[src/rtl/lcd_mon_pkg.sv]
// Shared definitions for the LCD frame monitor: CRC constants, counter widths and FSM states.
package lcd_mon_pkg;
  localparam logic [15:0] CRC_POLY = 16'h1021;
  localparam logic [15:0] CRC_INIT = 16'hFFFF;
  localparam int          PIX_W    = 10;
  localparam int          LINE_W   = 9;

  typedef enum logic {
    IDLE,
    FRAME
  } mon_state_e;
endpackage

[src/rtl/crc16_ccitt_w16.sv]
// One-step CRC-16/CCITT update over a 16-bit word, MSB first, no reflection.
module crc16_ccitt_w16
  import lcd_mon_pkg::*;
(
  input  logic [15:0] crc_i,
  input  logic [15:0] data_i,
  output logic [15:0] crc_o
);

  logic [15:0] crc_acc;

  always_comb begin
    crc_acc = crc_i;
    for (int i = 15; i >= 0; i--) begin
      if (crc_acc[15] ^ data_i[i]) crc_acc = {crc_acc[14:0], 1'b0} ^ CRC_POLY;
      else                         crc_acc = {crc_acc[14:0], 1'b0};
    end
    crc_o = crc_acc;
  end

endmodule

[src/rtl/lcd_frame_monitor.sv]
// Receive-side RGB565 LCD frame checker: line/frame geometry, lock tracking and per-frame CRC.
// The per-pixel CRC is compiled in only when LCD_MON_CRC_EN is defined; otherwise frame_crc is 0.
module lcd_frame_monitor
  import lcd_mon_pkg::*;
#(
  parameter int H_ACTIVE        = 480,
  parameter int V_ACTIVE        = 272,
  parameter int LOCK_FRAMES     = 2,
  parameter int SYNC_ACTIVE_LOW = 1
) (
  input  logic        clk_pix,
  input  logic        rst_n,
  input  logic        lcd_de,
  input  logic        lcd_hsync,
  input  logic        lcd_vsync,
  input  logic [4:0]  lcd_r,
  input  logic [5:0]  lcd_g,
  input  logic [4:0]  lcd_b,
  output logic        frame_done,
  output logic [15:0] frame_crc,
  output logic [8:0]  frame_lines,
  output logic        err_hlen,
  output logic        err_vlen,
  output logic        locked,
  output logic [7:0]  frame_count
);

  localparam logic [PIX_W-1:0]  H_REQ    = PIX_W'(H_ACTIVE);
  localparam logic [LINE_W-1:0] V_REQ    = LINE_W'(V_ACTIVE);
  localparam logic [3:0]        LOCK_MAX = 4'(LOCK_FRAMES);

  function automatic logic [PIX_W-1:0] sat_inc_pix(input logic [PIX_W-1:0] v);
    return (&v) ? v : v + PIX_W'(1);
  endfunction

  function automatic logic [LINE_W-1:0] sat_inc_line(input logic [LINE_W-1:0] v);
    return (&v) ? v : v + LINE_W'(1);
  endfunction

  logic vs_norm, hs_norm;
  logic de_p1_q, de_p2_q, vs_p1_q, vs_p2_q, hs_p1_q;
  logic unused_hsync;

  assign vs_norm      = (SYNC_ACTIVE_LOW != 0) ? ~lcd_vsync : lcd_vsync;
  assign hs_norm      = (SYNC_ACTIVE_LOW != 0) ? ~lcd_hsync : lcd_hsync;
  assign unused_hsync = hs_p1_q;

  // S1 registers the pins, S2 holds the previous S1 value for edge detection
  always_ff @(posedge clk_pix or negedge rst_n) begin
    if (!rst_n) begin
      de_p1_q <= 1'b0;
      de_p2_q <= 1'b0;
      vs_p1_q <= 1'b0;
      vs_p2_q <= 1'b0;
      hs_p1_q <= 1'b0;
    end else begin
      de_p1_q <= lcd_de;
      de_p2_q <= de_p1_q;
      vs_p1_q <= vs_norm;
      vs_p2_q <= vs_p1_q;
      hs_p1_q <= hs_norm;
    end
  end

  mon_state_e        state_q, state_d;
  logic [PIX_W-1:0]  pix_q, pix_d, pix_inc;
  logic [LINE_W-1:0] line_q, line_d, line_inc;
  logic              hlen_q, hlen_d, hlen_inc;
  logic              vs_rise, de_fall, close_line, publish, clear_acc, frame_clean;
  logic [3:0]        lock_q, lock_d;

  assign vs_rise = vs_p1_q & ~vs_p2_q;
  // A zero count on a DE fall means the line was already closed by VSYNC the cycle before
  assign de_fall     = ~de_p1_q & de_p2_q & (pix_q != '0);
  assign close_line  = de_fall | (vs_rise & de_p1_q);
  assign pix_inc     = de_p1_q ? sat_inc_pix(pix_q) : pix_q;
  assign line_inc    = close_line ? sat_inc_line(line_q) : line_q;
  assign hlen_inc    = hlen_q | (close_line & (pix_inc != H_REQ));
  assign frame_clean = ~hlen_inc & (line_inc == V_REQ);

  always_comb begin
    state_d   = state_q;
    publish   = 1'b0;
    clear_acc = 1'b0;
    case (state_q)
      IDLE: if (vs_rise) begin
        state_d   = FRAME;
        clear_acc = 1'b1;
      end
      FRAME: if (vs_rise) begin
        publish   = 1'b1;
        clear_acc = 1'b1;
      end
      default: state_d = IDLE;
    endcase
  end

  always_comb begin
    pix_d  = (clear_acc | close_line) ? '0 : pix_inc;
    line_d = clear_acc ? '0 : line_inc;
    hlen_d = clear_acc ? 1'b0 : hlen_inc;
    if (!frame_clean)           lock_d = 4'd0;
    else if (lock_q == LOCK_MAX) lock_d = lock_q;
    else                        lock_d = lock_q + 4'd1;
  end

  always_ff @(posedge clk_pix or negedge rst_n) begin
    if (!rst_n) begin
      state_q <= IDLE;
      pix_q   <= '0;
      line_q  <= '0;
      hlen_q  <= 1'b0;
    end else begin
      state_q <= state_d;
      pix_q   <= pix_d;
      line_q  <= line_d;
      hlen_q  <= hlen_d;
    end
  end

  logic       done_q, err_h_q, err_v_q;
  logic [8:0] lines_q;
  logic [7:0] cnt_q;

  always_ff @(posedge clk_pix or negedge rst_n) begin
    if (!rst_n) begin
      done_q  <= 1'b0;
      lines_q <= '0;
      err_h_q <= 1'b0;
      err_v_q <= 1'b0;
      cnt_q   <= '0;
      lock_q  <= '0;
    end else begin
      done_q <= publish;
      if (publish) begin
        lines_q <= line_inc;
        err_h_q <= hlen_inc;
        err_v_q <= (line_inc != V_REQ);
        cnt_q   <= cnt_q + 8'd1;
        lock_q  <= lock_d;
      end
    end
  end

`ifdef LCD_MON_CRC_EN
  logic [15:0] pix_p1_q, crc_q, crc_step, crc_inc, crc_out_q;

  crc16_ccitt_w16 u_crc (
    .crc_i  (crc_q),
    .data_i (pix_p1_q),
    .crc_o  (crc_step)
  );

  assign crc_inc = de_p1_q ? crc_step : crc_q;

  always_ff @(posedge clk_pix or negedge rst_n) begin
    if (!rst_n) begin
      pix_p1_q  <= '0;
      crc_q     <= CRC_INIT;
      crc_out_q <= '0;
    end else begin
      pix_p1_q <= {lcd_r, lcd_g, lcd_b};
      crc_q    <= clear_acc ? CRC_INIT : crc_inc;
      if (publish) crc_out_q <= crc_inc;
    end
  end

  assign frame_crc = crc_out_q;
`else
  logic unused_pixel;
  assign unused_pixel = ^{lcd_r, lcd_g, lcd_b};
  assign frame_crc    = 16'h0000;
`endif

  assign frame_done  = done_q;
  assign frame_lines = lines_q;
  assign err_hlen    = err_h_q;
  assign err_vlen    = err_v_q;
  assign locked      = (lock_q == LOCK_MAX);
  assign frame_count = cnt_q;

endmodule

[config.mk]
export PLATFORM = sky130hd
export DESIGN_NAME = lcd_frame_monitor
export DESIGN_NICKNAME = d
export VERILOG_FILES = /design/src/rtl/lcd_mon_pkg.sv /design/src/rtl/crc16_ccitt_w16.sv /design/src/rtl/lcd_frame_monitor.sv
export SDC_FILE = /design/constraint.sdc
export NUM_CORES = 1
export LEC_CHECK = 0
export CAP_MARGIN = 20
export CORE_MARGIN = 2
export CORE_UTILIZATION = 31
export DETAILED_ROUTE_END_ITERATION = 7
export PLACE_DENSITY = 0.55
export SYNTH_ARGS = -nofsm -noshare
export SYNTH_HDL_FRONTEND = slang
export SYNTH_SLANG_ARGS = --single-unit
[constraint.sdc]
create_clock -name clk_pix -period 2.45 [get_ports clk_pix]
set_clock_uncertainty 0.15 [all_clocks]
set_input_delay 0.6125 -clock clk_pix [delete_from_list [all_inputs] [get_ports clk_pix]]
set_output_delay 0.6125 -clock clk_pix [all_outputs]
set_load 0.05 [all_outputs]
# After elaboration in Yosys (flattened, before gate mapping)
# Index checks and enable logic that the tools add are counted.
[classes]
add_sub_neg = 4
mul = 0
n_div = 0
magnitude_cmp = 0
eq_ne = 5
shifts = 0
mux = 12
n_bitwise = 13
n_reduce_logical = 4
[ops]
columns = ["op", "count"]
rows = [
  ["$mux 10", 3],
  ["$mux 9", 3],
  ["$add 10x1->10 const B", 1],
  ["$ne 10x9->1 const B", 1],
  ["$reduce_and 10->1", 1],
  ["$reduce_bool 10->1", 1],
  ["$add 9x1->9 const B", 1],
  ["$eq 9x9->1 const B", 1],
  ["$ne 9x9->1 const B", 1],
  ["$reduce_and 9->1", 1],
  ["$add 8x1->8 const B", 1],
  ["$mux 4", 2],
  ["$and 1x1->1", 6],
  ["$add 4x1->4 const B", 1],
  ["$eq 4x2->1 const B", 1],
  ["$mux 1", 4],
  ["$not 1->1", 4],
  ["$or 1x1->1", 3],
  ["$ne 2x2->1 const B", 1],
  ["$reduce_and 2->1", 1],
]
[totals]
reg_bits = 49
latch_bits = 0
mem_bits_rw = 0
mem_bits_ro = 0
in_bits = 21
output_inout_bits = 37
elab_cells = 52
memories = 0

# Longest topological paths before layout
[depth]
ltp_word = 10
ltp_mapped = 9
depth_no_buf = 8

# Least setup slack after synthesis
# Ideal clock, no wire load.
[synth_path]
kind = "reg-to-reg"
from = "register pix_q[0]"
to = "register lock_q[1]"
setup_time_ns = 0.095
t_arrival_ns = 2.445
required_ns = 2.205
path_slack_ns = -0.240
path_stages_with_launch = 10
path_buffers = 1
period_less_slack_ns = 2.690
path_cell_list = "dfrtp_1 inv_1 ha_1 and4b_1 buf_6 nor4_1 mux2_2 a2111oi_4 nand3_2 o31ai_1"
[synth_via]
elab_chain_cells = 10
elab_cells_between_ends = 17
cone_classes = "add/sub (1); eq/ne (3); mux (4); bitwise (6); reduce/logical (3)"
[synth_lines]
columns = ["element", "line", "rtl"]
rows = [
  ["from (decl)", "lcd_frame_monitor.sv:66", "logic [PIX_W-1:0] pix_q, pix_d, pix_inc;"],
  ["from (signal assigned)", "lcd_frame_monitor.sv:115", "pix_q <= pix_d;"],
  ["$add 10x1->10 / $reduce_and 10->1 (equally long branches)", "lcd_frame_monitor.sv:33", "return (&v) ? v : v + PIX_W'(1);"],
  ["$mux 10", "lcd_frame_monitor.sv:33", ""],
  ["$mux 10", "lcd_frame_monitor.sv:76", "assign pix_inc = de_p1_q ? sat_inc_pix(pix_q) : pix_q;"],
  ["$ne 10x9->1", "lcd_frame_monitor.sv:78", "assign hlen_inc = hlen_q | (close_line & (pix_inc != H_REQ));"],
  ["$and 1x1->1", "lcd_frame_monitor.sv:78", ""],
  ["$or 1x1->1", "lcd_frame_monitor.sv:78", ""],
  ["$not 1->1", "lcd_frame_monitor.sv:79", "assign frame_clean = ~hlen_inc & (line_inc == V_REQ);"],
  ["$and 1x1->1 (*)", "lcd_frame_monitor.sv:79", ""],
  ["$ne 2x2->1 (no source line)", "--", ""],
  ["$reduce_and 2->1 (no source line)", "--", ""],
  ["to (signal assigned)", "lcd_frame_monitor.sv:140", "lock_q <= lock_d;"],
  ["to (decl)", "lcd_frame_monitor.sv:70", "logic [3:0] lock_q, lock_d;"],
]
# Mark *: on every way between the ends. The rest lies on a longest branch, timed or not.
# A chain may end at the register's enable or synchronous reset.

# Worst setup path in the final report
[layout_path]
from = "register pix_q[8]"
to = "register lock_q[1]"
# The elaborated chain is that of the path after synthesis.

==> metrics.md <==
| Metric | Value |
|---|---|
| Final period utilization | 106% |
| Multi-input logic area | 1380 um^2 |
| DIE AREA | between 9000 and 10,000 um^2 |
| Post-Route WL | 5810 um |
| Residual DRC | 0 |
| Final ANT Viol Nets | 0 |
| Crit end category | register |
| Slowest CP cell | or4_4 |
| Mapped Avg Cell Area | 9.46 um^2 |
| PortBufs | 24 |
| PD cells | approximately 750 nW/um^2 |
| Antenna violations before repair | 0 |
| Delay-heaviest family, CP | simple AND/OR/NAND/NOR gates |
| Crit. Startpoint | pix_q[8] |
| Maximum clock path buffer count | 2 |
| Reg2reg path depth | 8 |
| Seq/Total Area, Yosys | 44.9% |
| Slew @ Worst Pin | a little over 0.5 ns |
| Post-synth EDFFs | 0 |
| DRT Pass-1 Iters | 4 |
| Fin nets | 379 |
| Synthesized flop and latch total | 49 |
| Failing checks | setup timing |
| Row count | 34 |
| Fraction of layout cells with a size suffix above 1 | 22.7% |
| Clock sink count | 49 |
| Worst EP arrival | 2.64 ns |
| Mapped Cells | 289 |
| Gp weighted congestion | 0.845 |
| Vias in the first global route | 2,162 |
| Post-Route Utilization | 40.9% |
| Cell breakdown of the critical path | nor4_4 > and4b_2 > nor3_2 > or4_4 > a2111oi_4 > buf_4 > a41oi_2 > o31ai_2 |
| Fill count | about 870 |
| Largest stage delay on the critical path | 0.43 ns |
| Post-Synthesis Cell Area | 2730 um^2 |
| Worst r2r src | pix_q[8] |
| FMAX | around 0.39 GHz |
| RSZ-0062 raised after global routing | yes |
| Clock latency on the worst-skew pair | 0.31 ns |
| Netlist cell types | between 40 and 50 |
| CTS Root Cell | clkbuf_8 |
| Via count | 2,161 |
| Total global routing overflow | 0 |
| Final hold vios | 0 |
| Reg2Reg Setup Slack | -0.14 ns |
| Initial core utilization | about a third |
| N_diodes | 0 |
| Setup CP Type | reg -> reg |
| Die Y | a little under 100 um |
| Hold WC Path Type | in -> async |
| Die X | 97.9 um |
| Worst Path Required | 2.51 ns |
| Avg WL per Cell | roughly 13 um |
| First-pass GRT wire length | 10,200 um |
| Status | complete, but fails checks |
| CTS clk-pin slew, worst paths | 0.10 ns |
| Asr flop ratio synth | 100% |
| GR Util All Layers | 13.0% |
| Hold WS | roughly 0.13 ns |
| Final setup vio count | 5 |
| Initial DRC count | 94 |
| DP Wirelength | 4160 um |
| H-tree levels | 2 |
| Inserted Clock Buffers | 5 |
| Largest net degree at the start of global routing | 50 |
| Main synth FF type | dfrtp_1 |
| Crit path max fanout | 5 |
| CTS tree | yes |
| CP bufs+invs | 1 |
| Vias per cell | between 4 and 5 |
| Slew headroom | 66.2% |
| Worst R2R End | lock_q[1] |
| Core box area | approximately 8600 um^2 |
| Max Cap Viol | 0 |
| Final max-slew violation count | 0 |
| Fin crit period | 2.59 ns |
| Ports | 58 |
| Peak VDD IR | about 700 uV |
| Area occupied by registers | roughly 1200 um^2 |
| Leakage | between 1.5 and 2 nW |
| Synth Warn # | 0 |
| Final setup margin | -0.137 ns |
| Critical Path Source Type | register |
| Hold-fix buffers at CTS | 0 |
| Area growth, synth to finish | 29.3% |
[placed cells by master (no fill, tap or decap), drive strengths merged, types with 4 or more instances in the layout]
master / synthesis / layout
buf: 24 / 50
dfrtp: 49 / 49
nor2: 35 / 35
nand2: 33 / 33
clkdlybuf4s50: 0 / 22
conb: 1 / 16
o21ai: 14 / 14
xnor2: 12 / 12
nand3: 12 / 12
nor3: 11 / 11
inv: 10 / 10
nand4: 7 / 7
mux2i: 7 / 7
xor2: 6 / 6
ha: 6 / 6
a211oi: 5 / 5
clkbuf: 7 / 5
nor4: 5 / 5
nor2b: 4 / 4
a31oi: 4 / 4
a21oi: 4 / 4
o31ai: 4 / 4
[flip-flops by register name, indices dropped and copies added, names as in the netlist]
name         flops
err_vlen         1
lock_q           4
pix_q           10
frame_lines      9
frame_done       1
vs_p2_q          1
de_p2_q          1
err_hlen         1
hlen_q           1
line_q           9
state_q          1
de_p1_q          1
vs_p1_q          1
frame_count      8
[cell families (layout without fill, tap and decap cells)]
family,count (synthesis),after routing,synth area share [%]
flops,49,49,44.9
mux,8,8,3.43
simple gates,122,122,22.7
fa+ha+maj,6,6,2.75
other cells,1,16,0.137
xor+xnor,18,18,5.77
compound gates,43,43,11.6
buf+inv,42,91,8.79
[layer usage]
metal / vias up / track usage (%) / wire length, um
met1: 1016 / 17.4 / 2770
li1: 1107 / - / -
met4: 0 / 4.27 / 57
met2: 33 / 21.0 / 2820
met5: - / 0 / 0
met3: 5 / 2.58 / 166
[layout make-up]
class,instances,area share [%]
Multi-Input combinational cell,213,39.1
Tap cell,108,3.82
Sequential cell,49,34.7
Inverter,11,1.17
Clock inverter,3,1.31
Timing Repair Buffer,72,17.9
Clock buffer,5,1.95
[through the flow]
step | instance area (um^2) | power, W | worst slack, ns | TNS, ns | std cells
floorplan | 2820 | 0.00169 | -0.114 | -0.167 | 304
finish | 3540 | 0.00266 | -0.137 | -0.301 | 461
detailed placement | 3370 | 0.00205 | -0.144 | -0.548 | 450
global placement | 3370 | 0.00204 | -0.138 | -0.472 | 450
global route | 3540 | 0.00282 | -0.262 | -0.984 | 461
CTS | 3490 | 0.00265 | -0.0888 | -0.191 | 458
[cells in the mapped netlist, types with 2 or more instances]
library cell	number	share of area (%)
ha_1	6	2.7
or2_2	2	0.46
clkbuf_1	7	0.96
nor3_2	3	1.1
o31ai_1	4	1.1
a211oi_1	5	1.4
nor4_1	4	0.92
nand4_1	7	1.6
xnor2_1	12	3.8
nor3_1	8	1.5
xor2_1	6	1.9
nor3b_1	2	0.55
a21oi_1	4	0.73
o311a_1	2	0.73
nor2_1	34	4.7
and3_1	2	0.46
o2111ai_1	3	0.96
buf_6	2	0.82
and4_1	2	0.64
dfrtp_1	49	45
buf_2	6	1.1
buf_4	16	4.4
o21ai_0	13	2.4
nand2_1	33	4.5
nor2b_1	4	0.92
and2_1	3	0.69
mux2i_1	6	2.2
a31oi_1	4	0.92
inv_1	10	1.4
nand3_1	11	2.0
[where the power goes]
part | switching, W | leakage [nW] | total [W] | internal [W]
Clock | 0.000288 | 0.0543 | 0.000594 | 0.000306
Combinational | 0.000641 | 0.853 | 0.00106 | 0.000420
Sequential | 0.0000914 | 0.645 | 0.00101 | 0.000916
Total | 0.00102 | 1.55 | 0.00266 | 0.00164
[how the worst max path moves through the flow]
stage,end,cells after the start
6_report,lock_q[1],8
5_1_grt,lock_q[1],9
4_1_cts,lock_q[1],8
3_5_place_dp,lock_q[1],10
3_3_place_gp,lock_q[1],10
2_1_floorplan,lock_q[1],9
[what timing repair did]
action	4_1_cts	5_1_grt
resized for setup	1	7
setup endpoints to repair	5	6
pin swaps	4	3
setup buffers	0	3
Power figures use the tool's default switching activity.
